==> config.mk <==
export PLATFORM = sky130hd
export DESIGN_NAME = coprocessador_param
export DESIGN_NICKNAME = d
export VERILOG_FILES = /design/src/rtl/coprocessador_pkg.sv /design/src/rtl/elemento_alu.sv /design/src/rtl/coprocessador_param.sv
export SDC_FILE = /design/constraint.sdc
export NUM_CORES = 2
export LEC_CHECK = 0
export CAP_MARGIN = 20
export CORE_ASPECT_RATIO = 0.8
export CORE_MARGIN = 1
export CORE_UTILIZATION = 40
export CTS_CLUSTER_DIAMETER = 100
export DETAILED_ROUTE_END_ITERATION = 10
export GPL_TIMING_DRIVEN = 0
export HOLD_SLACK_MARGIN = 0.02
export PLACE_DENSITY = 0.6
export SYNTH_ARGS = -nofsm -noshare
export SYNTH_HDL_FRONTEND = slang
export SYNTH_HIERARCHICAL = 1
export SYNTH_SLANG_ARGS = --single-unit
==> constraint.sdc <==
create_clock -name clk -period 7.99 [get_ports clk]
set_input_delay 0.799 -clock clk [delete_from_list [all_inputs] [get_ports clk]]
set_output_delay 0.799 -clock clk [all_outputs]
set_load 0.01 [all_outputs]
==> src/rtl/coprocessador_pkg.sv <==
// coprocessador_pkg: opcodes, FSM states, ALU ops and default sizes for the matrix coprocessor
package coprocessador_pkg;
  localparam int DATA_W_DEF = 8;
  localparam int N_MAX_DEF = 5;
  localparam logic [2:0] OP_ADD = 3'b000;
  localparam logic [2:0] OP_SUB = 3'b001;
  localparam logic [2:0] OP_OPO = 3'b010;
  localparam logic [2:0] OP_MUL = 3'b011;
  localparam logic [2:0] OP_TRN = 3'b100;
  localparam logic [2:0] OP_UNS = 3'b101;
  localparam logic [2:0] OP_SCL = 3'b110;
  localparam logic [2:0] OP_CLR = 3'b111;
  typedef enum logic [1:0] {ST_IDLE, ST_CALC, ST_DONE} state_t;
  typedef enum logic [1:0] {ALU_ADD, ALU_SUB, ALU_NEG, ALU_SCL} alu_op_t;
endpackage

==> src/rtl/elemento_alu.sv <==
// elemento_alu: combinational per-element add/sub/negate/scalar-multiply with truncation and overflow flag
module elemento_alu
  import coprocessador_pkg::*;
#(
  parameter int DATA_W = DATA_W_DEF
) (
  input  logic signed [DATA_W-1:0] i_a,
  input  logic signed [DATA_W-1:0] i_b,
  input  alu_op_t                  i_op,
  output logic signed [DATA_W-1:0] o_y,
  output logic                     o_ovf
);
  localparam int FW = 2*DATA_W+1;
  logic signed [FW-1:0] w_a, w_b, w_full;
  always_comb begin
    w_a = {{(FW-DATA_W){i_a[DATA_W-1]}}, i_a};
    w_b = {{(FW-DATA_W){i_b[DATA_W-1]}}, i_b};
    w_full = (i_op == ALU_SUB) ? w_a - w_b :
             (i_op == ALU_NEG) ? -w_a :
             (i_op == ALU_SCL) ? w_a * w_b : w_a + w_b;
    o_y = w_full[DATA_W-1:0];
    o_ovf = w_full != {{(FW-DATA_W){w_full[DATA_W-1]}}, w_full[DATA_W-1:0]};
  end
endmodule

==> src/rtl/coprocessador_param.sv <==
// coprocessador_param: sequential matrix coprocessor, one element (or one MAC) per cycle
module coprocessador_param
  import coprocessador_pkg::*;
#(
  parameter int DATA_W = DATA_W_DEF,
  parameter int N_MAX = N_MAX_DEF,
  localparam int M_W = N_MAX*N_MAX*DATA_W
) (
  input  logic           clk,
  input  logic           rst,
  input  logic           start,
  input  logic [2:0]     tamanho,
  input  logic [2:0]     op,
  input  logic [M_W-1:0] matriz1,
  input  logic [M_W-1:0] matriz2,
  output logic [M_W-1:0] matrizresult,
  output logic           overflow,
  output logic           erro,
  output logic           busy,
  output logic           done
);
  localparam int AW = 2*DATA_W+3;
  localparam logic [2:0] N_TOP = 3'(N_MAX);
  typedef logic signed [DATA_W-1:0] elem_t;
  state_t r_state;
  logic [2:0] r_op, r_n, r_i, r_j, r_k;
  logic [AW-1:0] r_acc;
  logic r_ovf, r_erro;
  elem_t r_a [N_MAX][N_MAX];
  elem_t r_b [N_MAX][N_MAX];
  elem_t r_res [N_MAX][N_MAX];
  elem_t w_a, w_b, w_y;
  alu_op_t w_alu_op;
  logic w_alu_ovf, w_mac_ovf, w_last_i, w_last_j, w_last_k, w_step, w_bad, w_imm;
  logic signed [2*DATA_W-1:0] w_pa, w_pb, w_prod;
  logic [AW-1:0] w_acc_nx;
  always_comb begin
    w_a = (r_op == OP_TRN) ? r_a[r_j][r_i] : r_a[r_i][r_j];
    w_b = (r_op == OP_SCL) ? r_b[0][0] : (r_op == OP_TRN) ? '0 : r_b[r_i][r_j];
    w_alu_op = (r_op == OP_SUB) ? ALU_SUB : (r_op == OP_OPO) ? ALU_NEG :
               (r_op == OP_SCL) ? ALU_SCL : ALU_ADD;
    w_pa = {{DATA_W{r_a[r_i][r_k][DATA_W-1]}}, r_a[r_i][r_k]};
    w_pb = {{DATA_W{r_b[r_k][r_j][DATA_W-1]}}, r_b[r_k][r_j]};
    w_prod = w_pa * w_pb;
    w_acc_nx = ((r_k == 3'd0) ? '0 : r_acc) + {{3{w_prod[2*DATA_W-1]}}, w_prod};
    w_mac_ovf = w_acc_nx != {{(AW-DATA_W){w_acc_nx[DATA_W-1]}}, w_acc_nx[DATA_W-1:0]};
    w_last_i = r_i == r_n - 3'd1;
    w_last_j = r_j == r_n - 3'd1;
    w_last_k = r_k == r_n - 3'd1;
    w_step = (r_op != OP_MUL) || w_last_k;
    w_bad = (tamanho < 3'd2) || (tamanho > N_TOP) || (op == OP_UNS);
    w_imm = w_bad || (op == OP_CLR);
  end
  elemento_alu #(.DATA_W(DATA_W)) u_alu (
    .i_a(w_a), .i_b(w_b), .i_op(w_alu_op), .o_y(w_y), .o_ovf(w_alu_ovf)
  );
  always_ff @(posedge clk) begin
    if (rst) begin
      r_state <= ST_IDLE;
      r_op <= '0;
      r_n <= '0;
      r_i <= '0;
      r_j <= '0;
      r_k <= '0;
      r_acc <= '0;
      r_ovf <= 1'b0;
      r_erro <= 1'b0;
      r_a <= '{default: '0};
      r_b <= '{default: '0};
      r_res <= '{default: '0};
    end else begin
      unique case (r_state)
        ST_IDLE: if (start) begin
          r_op <= op;
          r_n <= tamanho;
          for (int x = 0; x < N_MAX; x++)
            for (int y = 0; y < N_MAX; y++) begin
              r_a[x][y] <= matriz1[(x*N_MAX+y)*DATA_W +: DATA_W];
              r_b[x][y] <= matriz2[(x*N_MAX+y)*DATA_W +: DATA_W];
            end
          r_res <= '{default: '0};
          r_ovf <= 1'b0;
          r_erro <= w_bad;
          r_i <= '0;
          r_j <= '0;
          r_k <= '0;
          r_acc <= '0;
          r_state <= w_imm ? ST_DONE : ST_CALC;
        end
        ST_CALC: begin
          if (r_op == OP_MUL) begin
            r_acc <= w_acc_nx;
            r_k <= w_last_k ? 3'd0 : r_k + 3'd1;
            if (w_last_k) begin
              r_res[r_i][r_j] <= w_acc_nx[DATA_W-1:0];
              r_ovf <= r_ovf | w_mac_ovf;
            end
          end else begin
            r_res[r_i][r_j] <= w_y;
            r_ovf <= r_ovf | w_alu_ovf;
          end
          if (w_step) begin
            r_j <= w_last_j ? 3'd0 : r_j + 3'd1;
            if (w_last_j) r_i <= r_i + 3'd1;
            if (w_last_i && w_last_j) r_state <= ST_DONE;
          end
        end
        ST_DONE: r_state <= ST_IDLE;
        default: r_state <= ST_IDLE;
      endcase
    end
  end
  for (genvar g = 0; g < N_MAX; g++) begin : g_row
    for (genvar h = 0; h < N_MAX; h++) begin : g_col
      assign matrizresult[(g*N_MAX+h)*DATA_W +: DATA_W] = r_res[g][h];
    end
  end
  assign overflow = r_ovf;
  assign erro = r_erro;
  assign busy = r_state != ST_IDLE;
  assign done = r_state == ST_DONE;
endmodule

# [Word level (Yosys, flattened, before mapping)]
# Index checks and enable logic that the tools add are counted.
[op_classes] muxes=69 magnitude_cmp=7 addsub=8 reduce_logical=17 bitwise_logic=5 multipliers=2 eq_ne=24
[ops] cell="2-to-1 mux 200 bit" count=3
[ops] cell="binary-select mux 40 bit (select 3 bit)" count=4
[ops] cell="bitwise mux 200 bit" count=2
[ops] cell="one-hot mux 200 bit (2 select lines)" count=1
[ops] cell="2-to-1 mux 40 bit" count=9
[ops] cell="binary-select mux 8 bit (select 3 bit)" count=5
[ops] cell="demux 40 bit (select 3 bit)" count=1
[ops] cell="2-to-1 mux 8 bit" count=14
[ops] cell="2-to-1 mux 19 bit" count=3
[ops] cell="2-to-1 mux 17 bit" count=3
[ops] cell="one-hot mux 19 bit (2 select lines)" count=1
[ops] cell="multiplier 8 x 8 -> 16 bit" count=2
[ops] cell="demux 8 bit (select 3 bit)" count=1
[ops] cell="2-to-1 mux 3 bit" count=7
[ops] cell="adder 19 bit" count=1
[ops] cell="one-hot mux 3 bit (2 select lines)" count=3
[ops] cell="negator 8 -> 17 bit" count=1
[ops] cell="2-to-1 mux 2 bit" count=7
[ops] cell="== test 3 bit, second input constant" count=4
[ops] cell=">= comparator 4 bit, second input constant" count=3
[ops] cell="inverter 3 -> 4 bit" count=3
[ops] cell="AND reduction 3 bit" count=4
[ops] cell="!= test 11 bit" count=1
[ops] cell="!= test 2 bit, second input constant" count=5
[ops] cell="26 further kinds" count=44
[word_totals] reg_bits=638 out_inout_bits=204 elab_cells=216

# [Depth between registers and ports, before layout]
[depth] word_depth=17 depth_mapped=39 depth_no_buf=36

# [Hierarchy]
# The synthesis kept the hierarchy.
[by_module_without_submodules] module="coprocessador_param" area_per_inst_um2=33711.1 cells_per_inst=4294 instances=1
[by_module_without_submodules] module="elemento_alu" area_per_inst_um2=3642.2 cells_per_inst=457 instances=1

# [Worst setup path after synthesis]
# Ideal clock, no wire load.
[synth_timing] path_kind="register -> register" start="register r_i[1]" end="register r_ovf (netlist: overflow)" setup_slack_ns=0.653 path_stages_with_launch=33 synth_period_minus_slack_ns=7.337 arrival_ns=7.208 n_path_buf=4 setup_time_ns=0.129 path_cell_list="dfxtp_1 buf_4 buf_6 buf_4 buf_2 mux4_2 a22oi_1 o22ai_2 or2_2 fa_1 fa_1 inv_1 fa_1 inv_1 fa_1 inv_1 ha_1 a21oi_1 o21bai_1 a21oi_1 o21bai_1 a21oi_1 xnor2_1 ha_1 and3_1 nand3_1 nor3b_2 o2111ai_1 a311oi_1 a311oi_1 or3_1 mux2i_1 a31oi_1"
[synth_via] elab_chain_cells=17 elab_cells_between_ends=38 cone_classes="add/sub (4); mul (2); eq/ne (2); mux (27); bitwise (3)"
[synth_lines] element="from (decl)" line_no="coprocessador_param.sv:26" rtl="logic [2:0] r_op, r_n, r_i, r_j, r_k;"
[synth_lines] element="from (signal assigned)" line_no="coprocessador_param.sv:104" rtl="if (w_last_j) r_i <= r_i + 3'd1;"
[synth_lines] element="inverter 3 -> 4 bit (implied by the code) *" line_no="coprocessador_param.sv:38, coprocessador_param.sv:39, coprocessador_param.sv:42"
[synth_lines] element="branches (longest 14 deep; another with adder 19 bit)"
[synth_lines] element="2-to-1 mux 1 bit *" line_no="coprocessador_param.sv:91" rtl="if (r_op == OP_MUL) begin"
[synth_lines] element="one-hot mux 1 bit (2 select lines) *" line_no="coprocessador_param.sv:72" rtl="unique case (r_state)"
[synth_lines] element="to (signal assigned)" line_no="coprocessador_param.sv:96" rtl="r_ovf <= r_ovf | w_mac_ovf;"
[synth_lines] element="to (signal assigned)" line_no="coprocessador_param.sv:100" rtl="r_ovf <= r_ovf | w_alu_ovf;"
[synth_lines] element="to (decl)" line_no="coprocessador_param.sv:28" rtl="logic r_ovf, r_erro;"
# Mark *: on every way between the ends. The select of a mux whose other input is x is not followed.
# A chain may end at the register's enable or synchronous reset.

# [Worst setup path in the final report]
[layout_timing] start="register r_i[2]" end="register r_ovf (netlist: overflow)"
# Same word-level chain as after synthesis.

==> impl_metrics.ini <==
[routing]
drtAntennaViolNets = 0
drc_errors = 0
routed_wl_um = 196000
drt_pass1_iterations = 9
route.met2.wl_um = 81100
vias = 41000
top_layer = met5
dr_wl_met3_um = 22500
drt_iter0_drc = 5164
drt-met1-wl_um = 83000
routed_via_density = 6.03
drt-wirelength-per-cell_um = 28.9

[grt]
grt_pass1_vias = 37900
grt_pass1_wl_um = 272000
grt_usage_pct = 40.1
grt_max_degree = 14
antenna_found_initial = 16
grt_overflow = 0

[timing]
final.setup.worst_slack_ns = -0.111
drv_slew = 0
rsz0062_at_grt = true
setup_viol = 1
hold_viol_final = 0
clock.fmax_mhz = 123
worst_pin_slew_ns = 1.24
period_needed_ns = 8.10
clock_skew_ns = 0.0465
period_share_pct = 101
slew_headroom_pct = 17.2

[logic_synthesis]
yosysTopAreaCell = dfxtp_1
synth-edff-count = 0
syn_area_per_cell_um2 = 7.86
synth-seq-cells = 638
synth_ff_type = dfxtp_1
synth_common_cells = 1,109 x nand2_1, 718 x a21oi_1, 638 x dfxtp_1
synth_cells = 4751
ys_warn_count = 6
synth_cell_types = 84
postSynth.asyncResetShare_pct = 0
ys_seq_area_share_pct = 34.2
yosysMostFrequentCell = nand2_1
synth_top_area_share_pct = 34.2
synthesis.area_um2 = 37400
synth_nets = 5374
yosys-top-cells-area = dfxtp_1 34%, nand2_1 11%, a21oi_1 9.6%

[cts]
root_buffer = clkbuf_16
cts_max_level = 3
worstSkewPairLatency_ns = 0.66
cts_sinks = 638
cts_max_path_buffers = 3
cts_buffers = 72
clk_pin_slew_ns = 0.06
cts_tree = built

[floorplanning]
core_area_um2 = 91800
die_area_um2 = 94600
std_cell_rows = 99
die_height_um = 275
die_w_um = 344
initial_core_util_pct = 40.7
io_pins = 613

[critical_path]
cpMostUsedCell = fa_1
arrival_ns = 8.58
crit_required_ns = 8.47
slowest_stage = fa_1
crit_fanout = 10
startpoint_type = flip-flop
path_class = reg -> reg
cp-end-kind = flip-flop
max_stage_delay_ns = 0.54

[final_layout]
synthToLayoutAreaGrowth_pct = 32.8
finalInstanceArea_um2 = 49600
nets = 6148
final_cell_count_no_fill = 6800
multi_input_area_um2 = 23200
regArea_um2 = 12800
drive_gt1_share_pct = 11.2
fillers = 8915

[placed_design]
port_buffers = 611
placed_cell_area_um2 = 45100
place_hpwl_um = 158000
gp_congestion = 1.02
placed_cells = 6583
place_ws_ns = -2.02

[pwr]
p_per_area_nw_per_um2 = 212
peakVddDrop_mv = 0.127
p_leak_nw = 18.0

[job]
maxCapViolCount = 0

[worst_hold_path]
hp-class = reg -> reg

[run_status]
status = finished with violations
failed_checks = setup timing
## what timing repair did
action,in CTS,in global routing
hold buffers,0,0
resized for setup,221,163
endpoints found under the setup margin,107,76
buffers inserted,54,28
cloned,0,2
pin swaps,28,45
## registers in the layout (all words and copies together), names as in the netlist
register and count:
r_b 200, r_i 3, r_a 200, r_n 3, r_j 3, r_state 2, erro 1, r_acc 19
r_k 3, r_op 3, matrizresult 200, overflow 1
## metrics by stage
| step | setup TNS, ns | total power, W | util (%) | hold slack (ns) |
|---|---|---|---|---|
| floorplan | 0 | 0.00543 | - | 0.436 |
| global placement | -126.57 | 0.00678 | 49.0 | 0.438 |
| detailed placement | -77.28 | 0.00681 | 49.1 | 0.444 |
| CTS | -0.192 | 0.0102 | 53.1 | 0.451 |
| global route | -0.361 | 0.0108 | 54.0 | 0.463 |
| finish | -0.111 | 0.0105 | 54.0 | 0.450 |
## metal layers
layer	GRT usage [%]	up-vias
li1	-	17900
met1	56.7	20000
met2	57.5	2601
met3	9.65	483
met4	17.7	10
met5	0	-
## cells in the final DEF (no fill, tap or decap), types with 94 or more instances in the layout
cell | synthesis | final
clkdlybuf4s50_1 | 0 | 611
clkbuf_1 | 245 | 225
a21oi_1 | 718 | 706
nand3_1 | 182 | 181
inv_1 | 196 | 193
mux2i_1 | 144 | 141
dfxtp_1 | 638 | 632
nor2_1 | 328 | 318
fa_1 | 113 | 110
buf_4 | 31 | 94
nand2_1 | 1109 | 1101
## power by group
part	total, W	internal [W]	leakage, nW	switching, W
sequential	0.00362	0.00339	5.21	0.000230
combinational	0.00349	0.00122	11.7	0.00227
clock	0.00339	0.00190	1.12	0.00149
## worst max-delay path, delay by kind of cell, from the launching register on
family,cells,cell delay (ns)
adders and majority gates,6,2.65
AOI/OAI and AO/OA,8,1.47
and+or+nand+nor,6,1.40
buffers and inverters,7,0.80
muxes,2,0.74
DFF,1,0.44
xor gates and xnor gates,1,0.38
## path summary, 6_finish.rpt
path | from | end | slack (ns) | cells past startpoint
min reg2reg | matrizresult[9]$_SDFFE_PP0P_ | matrizresult[9]$_SDFFE_PP0P_ | 0.45 | 2
min | matrizresult[9]$_SDFFE_PP0P_ | matrizresult[9]$_SDFFE_PP0P_ | 0.45 | 2
max reg2reg | r_i[2]$_SDFFE_PP0P_ | overflow$_SDFFE_PP0P_ | -0.11 | 30
max | r_i[2]$_SDFFE_PP0P_ | overflow$_SDFFE_PP0P_ | -0.11 | 30
## area by class of cell
cell class | count | share of cell area [%]
buffer | 337 | 3.89
inverter | 201 | 1.54
antenna | 11 | 0.0555
clock buffer | 102 | 4.12
multi-input combinational | 3571 | 46.8
clock inverter | 24 | 0.570
timing repair buffer | 704 | 14.2
sequential | 638 | 25.8
tap | 1212 | 3.06
## cells by family after synthesis
logic type / Yosys count / share of synthesized area, %
AO/OA/AOI/OAI: 1195 / 18.6
flip-flops: 638 / 34.2
buffers and inverters: 542 / 6.02
XOR/XNOR: 65 / 1.54
adder cells (fa/ha/maj): 214 / 9.44
AND/OR/NAND/NOR: 1856 / 21.0
multiplexers: 241 / 9.22
(Power assumes the default switching activity.)
